<file path="config.mk">
export PLATFORM = sky130hd
export DESIGN_NAME = score_bcd_converter
export DESIGN_NICKNAME = d
export VERILOG_FILES = /design/src/rtl/score_pkg.sv /design/src/rtl/score_bcd_converter_bcd_add3.sv /design/src/rtl/score_bcd_converter.sv
export SDC_FILE = /design/constraint.sdc
export NUM_CORES = 1
export LEC_CHECK = 0
export ABC_AREA = 0
export BUFFER_PORTS_ARGS = -buffer_cell sky130_fd_sc_hd__buf_2
export CORE_MARGIN = 8
export CORE_UTILIZATION = 35
export CTS_CLUSTER_DIAMETER = 80
export DETAILED_ROUTE_END_ITERATION = 8
export GPL_ROUTABILITY_DRIVEN = 0
export MAX_ROUTING_LAYER = met4
export PLACE_DENSITY_LB_ADDON = 0.25
export SLEW_MARGIN = 20
export SYNTH_ARGS = -nofsm -noshare
export SYNTH_HDL_FRONTEND = slang
export SYNTH_SLANG_ARGS = --single-unit
</file>
<file path="constraint.sdc">
create_clock -name clk -period 4.6 [get_ports clk]
set_input_delay 0.92 -clock clk [delete_from_list [all_inputs] [get_ports clk]]
set_output_delay 0.92 -clock clk [all_outputs]
set_load 0.01 [all_outputs]
</file>
<file path="src/rtl/score_pkg.sv">
// Shared types and constants for the score binary-to-BCD converter.
// LEADING_ZERO_BLANK_EN selects leading-zero blanking in the top module.
package score_pkg;

    typedef enum logic [1:0] {
        IDLE  = 2'd0,
        SHIFT = 2'd1,
        PEND  = 2'd2
    } state_t;

    localparam logic [3:0] BCD_BLANK = 4'hF;

    // Largest value representable in nd decimal digits (10^nd - 1).
    function automatic int unsigned max_dec(input int nd);
        int unsigned r;
        r = 1;
        for (int i = 0; i < nd; i++) begin
            r = r * 10;
        end
        return r - 1;
    endfunction

    // Width of a down-counter that must hold the value w.
    function automatic int cnt_w(input int w);
        return $clog2(w + 1);
    endfunction

endpackage

</file>
<file path="src/rtl/score_bcd_converter_bcd_add3.sv">
// Double-dabble nibble corrector: adds 3 to any BCD digit of 5 or more
// so the following left shift carries correctly into the next digit.
module bcd_add3 (
    input  logic [3:0] nib_i,
    output logic [3:0] nib_o
);

    assign nib_o = (nib_i >= 4'd5) ? nib_i + 4'd3 : nib_i;

endmodule

</file>
<file path="src/rtl/score_bcd_converter.sv">
// Sequential shift-add-3 binary-to-BCD converter whose digit bus only changes
// on a frame_end strobe. Define LEADING_ZERO_BLANK_EN to blank leading zeros.
module score_bcd_converter
    import score_pkg::*;
#(
    parameter int BIN_W   = 14,
    parameter int NDIGITS = 4
) (
    input  logic                   clk,
    input  logic                   rst,
    input  logic                   start,
    input  logic [BIN_W-1:0]       bin_in,
    input  logic                   frame_end,
    output logic                   busy,
    output logic                   done,
    output logic                   updated,
    output logic                   overflow,
    output logic [4*NDIGITS-1:0]   digits
);

    localparam int          BCD_W   = 4 * NDIGITS;
    localparam int          CNT_W   = cnt_w(BIN_W);
    localparam int unsigned MAX_VAL = max_dec(NDIGITS);
    localparam logic [BCD_W-1:0] NINES = {NDIGITS{4'h9}};
`ifdef LEADING_ZERO_BLANK_EN
    localparam logic [BCD_W-1:0] RESET_DIGITS = {{(NDIGITS-1){BCD_BLANK}}, 4'h0};
`else
    localparam logic [BCD_W-1:0] RESET_DIGITS = '0;
`endif

    state_t                 state_q, state_d;
    logic [BIN_W-1:0]       bin_q, bin_d;
    logic [BCD_W-1:0]       bcd_q, bcd_d;
    logic [CNT_W-1:0]       cnt_q, cnt_d;
    logic                   sat_q, sat_d;
    logic [BCD_W-1:0]       shadow_q, shadow_d;
    logic                   shadow_ovf_q, shadow_ovf_d;
    logic [BCD_W-1:0]       digits_q, digits_d;
    logic                   ovf_q, ovf_d;
    logic                   done_q, done_d;

    logic [BCD_W-1:0]       bcd_adj;
    logic [BCD_W+BIN_W-1:0] shifted;
    logic [BCD_W-1:0]       commit_val;

    genvar gi;
    generate
        for (gi = 0; gi < NDIGITS; gi++) begin : g_add3
            bcd_add3 u_add3 (
                .nib_i (bcd_q[gi*4 +: 4]),
                .nib_o (bcd_adj[gi*4 +: 4])
            );
        end
    endgenerate

    // Bits leaving the BCD MSB are dropped; saturated inputs bypass this result.
    assign shifted = {bcd_adj, bin_q} << 1;

`ifdef LEADING_ZERO_BLANK_EN
    always_comb begin
        logic seen;
        seen       = 1'b0;
        commit_val = shadow_q;
        for (int i = NDIGITS - 1; i >= 1; i--) begin
            if (shadow_q[i*4 +: 4] != 4'h0) begin
                seen = 1'b1;
            end
            if (!seen) begin
                commit_val[i*4 +: 4] = BCD_BLANK;
            end
        end
    end
`else
    assign commit_val = shadow_q;
`endif

    always_comb begin
        state_d      = state_q;
        bin_d        = bin_q;
        bcd_d        = bcd_q;
        cnt_d        = cnt_q;
        sat_d        = sat_q;
        shadow_d     = shadow_q;
        shadow_ovf_d = shadow_ovf_q;
        digits_d     = digits_q;
        ovf_d        = ovf_q;
        done_d       = 1'b0;
        case (state_q)
            IDLE: begin
                if (start) begin
                    bin_d   = bin_in;
                    sat_d   = (32'(bin_in) > MAX_VAL);
                    bcd_d   = '0;
                    cnt_d   = CNT_W'(BIN_W);
                    state_d = SHIFT;
                end
            end
            SHIFT: begin
                bcd_d = shifted[BCD_W+BIN_W-1:BIN_W];
                bin_d = shifted[BIN_W-1:0];
                cnt_d = cnt_q - 1'b1;
                if (cnt_q == CNT_W'(1)) begin
                    state_d      = PEND;
                    done_d       = 1'b1;
                    shadow_d     = sat_q ? NINES : shifted[BCD_W+BIN_W-1:BIN_W];
                    shadow_ovf_d = sat_q;
                end
            end
            PEND: begin
                if (frame_end) begin
                    digits_d = commit_val;
                    ovf_d    = shadow_ovf_q;
                    state_d  = IDLE;
                end
            end
            default: state_d = IDLE;
        endcase
    end

    always_ff @(posedge clk) begin
        if (rst) begin
            state_q      <= IDLE;
            bin_q        <= '0;
            bcd_q        <= '0;
            cnt_q        <= '0;
            sat_q        <= 1'b0;
            shadow_q     <= '0;
            shadow_ovf_q <= 1'b0;
            digits_q     <= RESET_DIGITS;
            ovf_q        <= 1'b0;
            done_q       <= 1'b0;
        end else begin
            state_q      <= state_d;
            bin_q        <= bin_d;
            bcd_q        <= bcd_d;
            cnt_q        <= cnt_d;
            sat_q        <= sat_d;
            shadow_q     <= shadow_d;
            shadow_ovf_q <= shadow_ovf_d;
            digits_q     <= digits_d;
            ovf_q        <= ovf_d;
            done_q       <= done_d;
        end
    end

    assign busy     = (state_q != IDLE);
    assign done     = done_q;
    assign updated  = (state_q == PEND) && frame_end && !rst;
    assign overflow = ovf_q;
    assign digits   = digits_q;

endmodule

</file>
==> impl_metrics.yaml, run 1 <==
placed_design:
  dp_slack_ps: 1960
  hpwl_mm: 4.63
  numPortBuffers: 37
hold_path:
  hold_path_end: "digits[4]"
  hold-path-cell-count: 2
  min_from: "commit_val[4]"
  hold_class: "reg2reg"
global_route:
  overflow: 0
  grt_max_degree: 37
  antenna_found_initial: 0
  grt_pass1_wl_mm: 11.3
  grt_pass1_vias: 2347
  grt_use_total_pct: 12.1
timing:
  tightest_slew_ps: 955
  period_share_pct: 56.7
  rsz0062_at_grt: "false"
  layout_min_cycle_time_ps: 2610
  tns_ps: 0
  skew_ps: 6.04
  setup_viol: 0
  clock.fmax_mhz: 383
  fin_ws_ps: 1990
  slew_headroom_pct: 36.3
  slew_viol_final: 0
  hold_viol_final: 0
cells_and_area:
  areaGrowthSynthToFinish_pct: 15.1
  final-seq-area_um2: 1440
  nNetsFinal: 413
  multi_input_area_um2: 1490
  fillers: 892
  drive_above_1_share_pct: 18.7
  diodes: 0
detailed_routing:
  wl_per_cell_um: 13.1
  wl_mm: 6.55
  ant_nets: 0
  firstDrtPassIters: 4
  drt_iter0_drc: 95
  num_vias: 2474
  viasPerCell: 4.97
  drc: 0
floorplanning:
  start_util_pct: 35.8
  die_x_um: 110
  die_h_um: 110
  rows: 34
  die-area_um2: 12100
  core_um2: 8640
  io_pins: 38
synthesis:
  async_reset_ff_share_pct: 0
  avgSynthCellArea_um2: 8.65
  synth_seq_cells: 72
  syn_nets: 385
  synth-edff-count: 0
  synth_cells: 357
  seq_area_frac_synth_pct: 46.7
  synth_area_um2: 3090
  synth-main-ff-cell: "dfxtp_1"
  yosys_warnings: 0
  yosysUniqueCellTypes: 40
critical_path:
  required_ps: 3680
  reg2reg_from: "state_q[0]"
  ff2ff_path_depth: 4
  arrival_ps: 1690
  setup.worst_path.class: "in2out"
  cp_max_fo: 32
  cp-start-kind: "input port"
  r2r_setup_slack_ps: 2560
  cp-end-kind: "primary output"
  worstReg2RegEnd: "bcd_q[13]"
clock_network:
  cts_hold_buf: 0
  clock-root-buffer: "clkbuf_8"
  clock_latency_ps: 340
  clk_path_buf_depth: 2
  clk_pin_slew_ps: 80
  cts_setup_buffers: 0
  ctsResizeCount: 0
  htreeDepth: 3
  clock-sinks: 72
  cts_buffers: 9
  cts_tree: "built"
power_and_ir_drop:
  leakagePower_nw: 1.32
  total_power_w: 0.00131
  vdd_drop_max_uv: 141
  pwr_density_cell_nw_per_um2: 369
flow_run:
  max-cap-violations: 0
status:
  status: "complete, no violations"
==> final cells by class <==
class | instances | share of cell area (%)
well taps | 108 | 3.80
clock inverters | 6 | 2.61
inverters | 13 | 1.37
multi-input cells | 249 | 41.9
flip-flops and latches | 72 | 40.6
repair buffers | 40 | 5.85
clock buffers | 10 | 3.87
==> metal layers <==
metal | routed length [um] | track usage [%] | share of wire [%] | vias to the layer above
li1 | - | - | - | 1294
met1 | 3340 | 15.4 | 51 | 1141
met2 | 2840 | 17.4 | 43 | 33
met3 | 290 | 3.52 | 4.4 | 6
met4 | 80 | 4.92 | 1.2 | 0
met5 | 0 | - | 0 | -
==> kinds of logic after synthesis <==
logic type	Yosys count	synth area share (%)
and+or+nand+nor	143	21.6
AOI/OAI and AO/OA	87	19.8
DFF	72	46.7
buffers and inverters	36	5.07
adders and majority gates	10	4.05
xor gates and xnor gates	5	1.42
muxes	4	1.46
==> worst max-delay path, stage by stage <==
cell,delay [ps]
buf_2,460
nor2_1,130
buf_2,170
==> cells in the mapped netlist, drive strengths merged, types with 2 or more instances <==
library cell  count  area share, %
a211oi            4           0.97
a21oi            35            5.7
a311oi           17            4.8
buf              10            1.9
clkbuf           13            1.6
dfxtp            72             47
ha               10            4.1
inv              13            1.6
mux2              4            1.5
nand2            67            8.1
nand2b            7            1.4
nand3             2           0.32
nand3b            9            2.2
nor2             38            4.7
nor3              2           0.32
nor3b             7            1.7
nor4              2           0.41
o21ai            12            2.9
o22a              4            1.1
o2bb2ai          10            2.8
xnor2             4            1.1
==> stage by stage <==
step	hold slack (ps)	instances	cell area, um2	utilization [%]
4_1_cts	456	498	3550	41.1
3_5_place_dp	445	482	3320	38.5
5_1_grt	470	498	3550	41.1
6_report	453	498	3550	41.1
3_3_place_gp	443	482	3320	38.5
2_1_floorplan	432	357	3090	-
==> cells in the final DEF (no fill, tap or decap), types with 8 or more instances in the layout <==
cell type	instances
dfxtp_1	72
nand2_1	67
nor2_1	37
buf_2	37
a21oi_1	35
a311oi_1	17
inv_1	13
o2bb2ai_1	10
ha_1	10
clkbuf_8	10
nand3b_1	9
o21ai_2	8
==> sequential cells by signal, summed over array words and instances (netlist names) <==
register / flops
bin_q: 14
overflow: 1
bcd_q: 16
sat_q: 1
cnt_q: 4
done: 1
commit_val: 16
shadow_ovf_q: 1
state_q: 2
digits: 16
==> how the worst max path moves through the flow <==
| stage | start | depth (start not counted) | slack [ps] | end |
|---|---|---|---|---|
| after floorplan | rst | 3 | 2130 | updated |
| after global placement | rst | 3 | 1980 | updated |
| after CTS | rst | 3 | 1970 | updated |
| after global routing | rst | 3 | 1900 | updated |
| final | rst | 3 | 1990 | updated |
| after detailed placement | rst | 3 | 1960 | updated |
==> where the power goes <==
part	switching, W	internal [W]	total (W)	leakage (nW)
clock network	0.000243	0.000322	0.000564	0.109
logic	0.0000571	0.0000338	0.0000909	0.625
registers	0.0000133	0.000643	0.000656	0.585
total	0.000313	0.000998	0.00131	1.32
(Power assumes the default switching activity.)
==> run 2: changes to the inputs <==
Clock period 4.6 ns to 2.7 ns, I/O delays scaled along.
==> impl_metrics.yaml, run 2 (synthesized netlist as in run 1, its figures left out) <==
status:
  status: "complete, no violations"
floorplanning:
  die_x_um: 110
  rows: 34
  die_h_um: 110
  core_um2: 8640
  start_util_pct: 35.8
  io_pins: 38
  die-area_um2: 12100
power_and_ir_drop:
  vdd_drop_max_uv: 215
  p_comb_share_pct: 7.3
  total_power_w: 0.00221
  seqPwrFrac_pct: 50.5
  pwr_density_cell_nw_per_um2: 621
  clockPowerShare_pct: 42.2
  leakagePower_nw: 1.33
  swShare_pct: 24.1
  internal_power_w: 0.00168
  power_switching_w: 0.000533
timing:
  skew_ps: 7.56
  slew_headroom_pct: 54.1
  rsz0062_at_grt: "false"
  tightest_slew_ps: 686
  period_share_pct: 71.6
  holdWs_ps: 447
  slew_viol_final: 0
  fin_ws_ps: 767
  setup_viol: 0
  tns_ps: 0
  hold_viol_final: 0
  clock.fmax_mhz: 517
  layout_min_cycle_time_ps: 1930
detailed_routing:
  num_vias: 2545
  ant_nets: 0
  wl_mm: 6.83
  wl_per_cell_um: 13.6
  firstDrtPassIters: 4
  viasPerCell: 5.08
  drt_iter0_drc: 118
  drc: 0
clock_network:
  clock-root-buffer: "clkbuf_8"
  clock_latency_ps: 340
  cts_setup_buffers: 0
  clk_pin_slew_ps: 80
  cts_hold_buf: 0
  cts_buffers: 9
  clk_path_buf_depth: 2
  ctsResizeCount: 0
  htreeDepth: 3
  clock-sinks: 72
  cts_tree: "built"
global_route:
  grt_pass1_vias: 2375
  antenna_found_initial: 0
  grt_pass1_wl_mm: 11.4
  grt_use_total_pct: 12.4
  overflow: 0
  grt_max_degree: 31
critical_path:
  required_ps: 2970
  worstReg2RegEnd: "commit_val[13]"
  endpoint: "commit_val[13]"
  reg2reg_from: "cnt_q[0]"
  cp_max_fo: 13
  cp-end-kind: "register"
  arrival_ps: 2200
  cp-start-kind: "register"
  worstSetupStartpoint: "cnt_q[0]"
  ff2ff_path_depth: 5
  r2r_setup_slack_ps: 770
  setup.worst_path.class: "reg2reg"
cells_and_area:
  final_common_cell: "dfxtp_1"
  diodes: 0
  drive_above_1_share_pct: 19.1
  layout_common_cells: "dfxtp_1 (72), nand2_1 (67), nor2_1 (37), buf_2 (37), a21oi_1 (35)"
  design_area_um2: 3570
  fillers: 876
  nNetsFinal: 416
  areaGrowthSynthToFinish_pct: 15.5
flow_run:
  max-cap-violations: 0
placed_design:
  hpwl_mm: 4.92
  dp_slack_ps: 801
  numPortBuffers: 37
  post_dp_cell_area_um2: 3350
hold_path:
  hold_class: "reg2reg"
  min_from: "commit_val[15]"
[run 2: cell types whose count changed in the layout (fill, tap and decap cells not counted), sizes merged]
cell	before	now
clkinv	2	1
buf	40	43
inv	13	14
[run 2: layer usage]
layer | track usage (%) | share of wire (%) | vias up
met5 | - | 0 | -
met4 | 6.56 | 1.5 | 0
met3 | 1.99 | 4.6 | 10
met2 | 18.3 | 45 | 49
met1 | 16.0 | 49 | 1186
li1 | - | - | 1300
[run 2: power by group through the flow]
stage	combinational (W)	clock, W	sequential, W
floorplan	0.000118	0	0.00114
global placement	0.000161	0	0.00114
detailed placement	0.000163	0	0.00114
CTS	0.000163	0.000962	0.00112
global route	0.000185	0.00101	0.00112
finish	0.000162	0.000934	0.00112
[run 2: final cells by class]
cell class,instances,area [um2],area share (%)
Inverter,13,48.8,1.37
Timing Repair Buffer,43,230,6.46
Sequential cell,72,1440,40.4
Tap cell,108,135,3.79
Multi-Input combinational cell,249,1490,41.8
Clock buffer,10,128,3.58
Clock inverter,6,92.6,2.60
[run 2: worst max-delay path: stages (launching register included)]
cell and delay [ps]:
dfxtp_1 410, ha_1 160, and4bb_1 230, nand2b_1 270, or3_1 600, o21ai_2 200
[run 2: worst min-delay path by stage]
stage / endpoint / slack, ps / depth (start not counted)
3_3_place_gp: digits[8] / 440 / 2
4_1_cts: bin_q[0] / 440 / 3
2_1_floorplan: digits[10] / 430 / 2
5_1_grt: bin_q[0] / 450 / 3
3_5_place_dp: digits[4] / 440 / 2
6_report: digits[15] / 450 / 2
[run 2: stage by stage]
| stage | util [%] | cells |
|---|---|---|
| after floorplan | - | 357 |
| after global placement | 38.7 | 485 |
| after detailed placement | 38.7 | 485 |
| after CTS | 41.3 | 501 |
| after global routing | 41.3 | 501 |
| final | 41.3 | 501 |
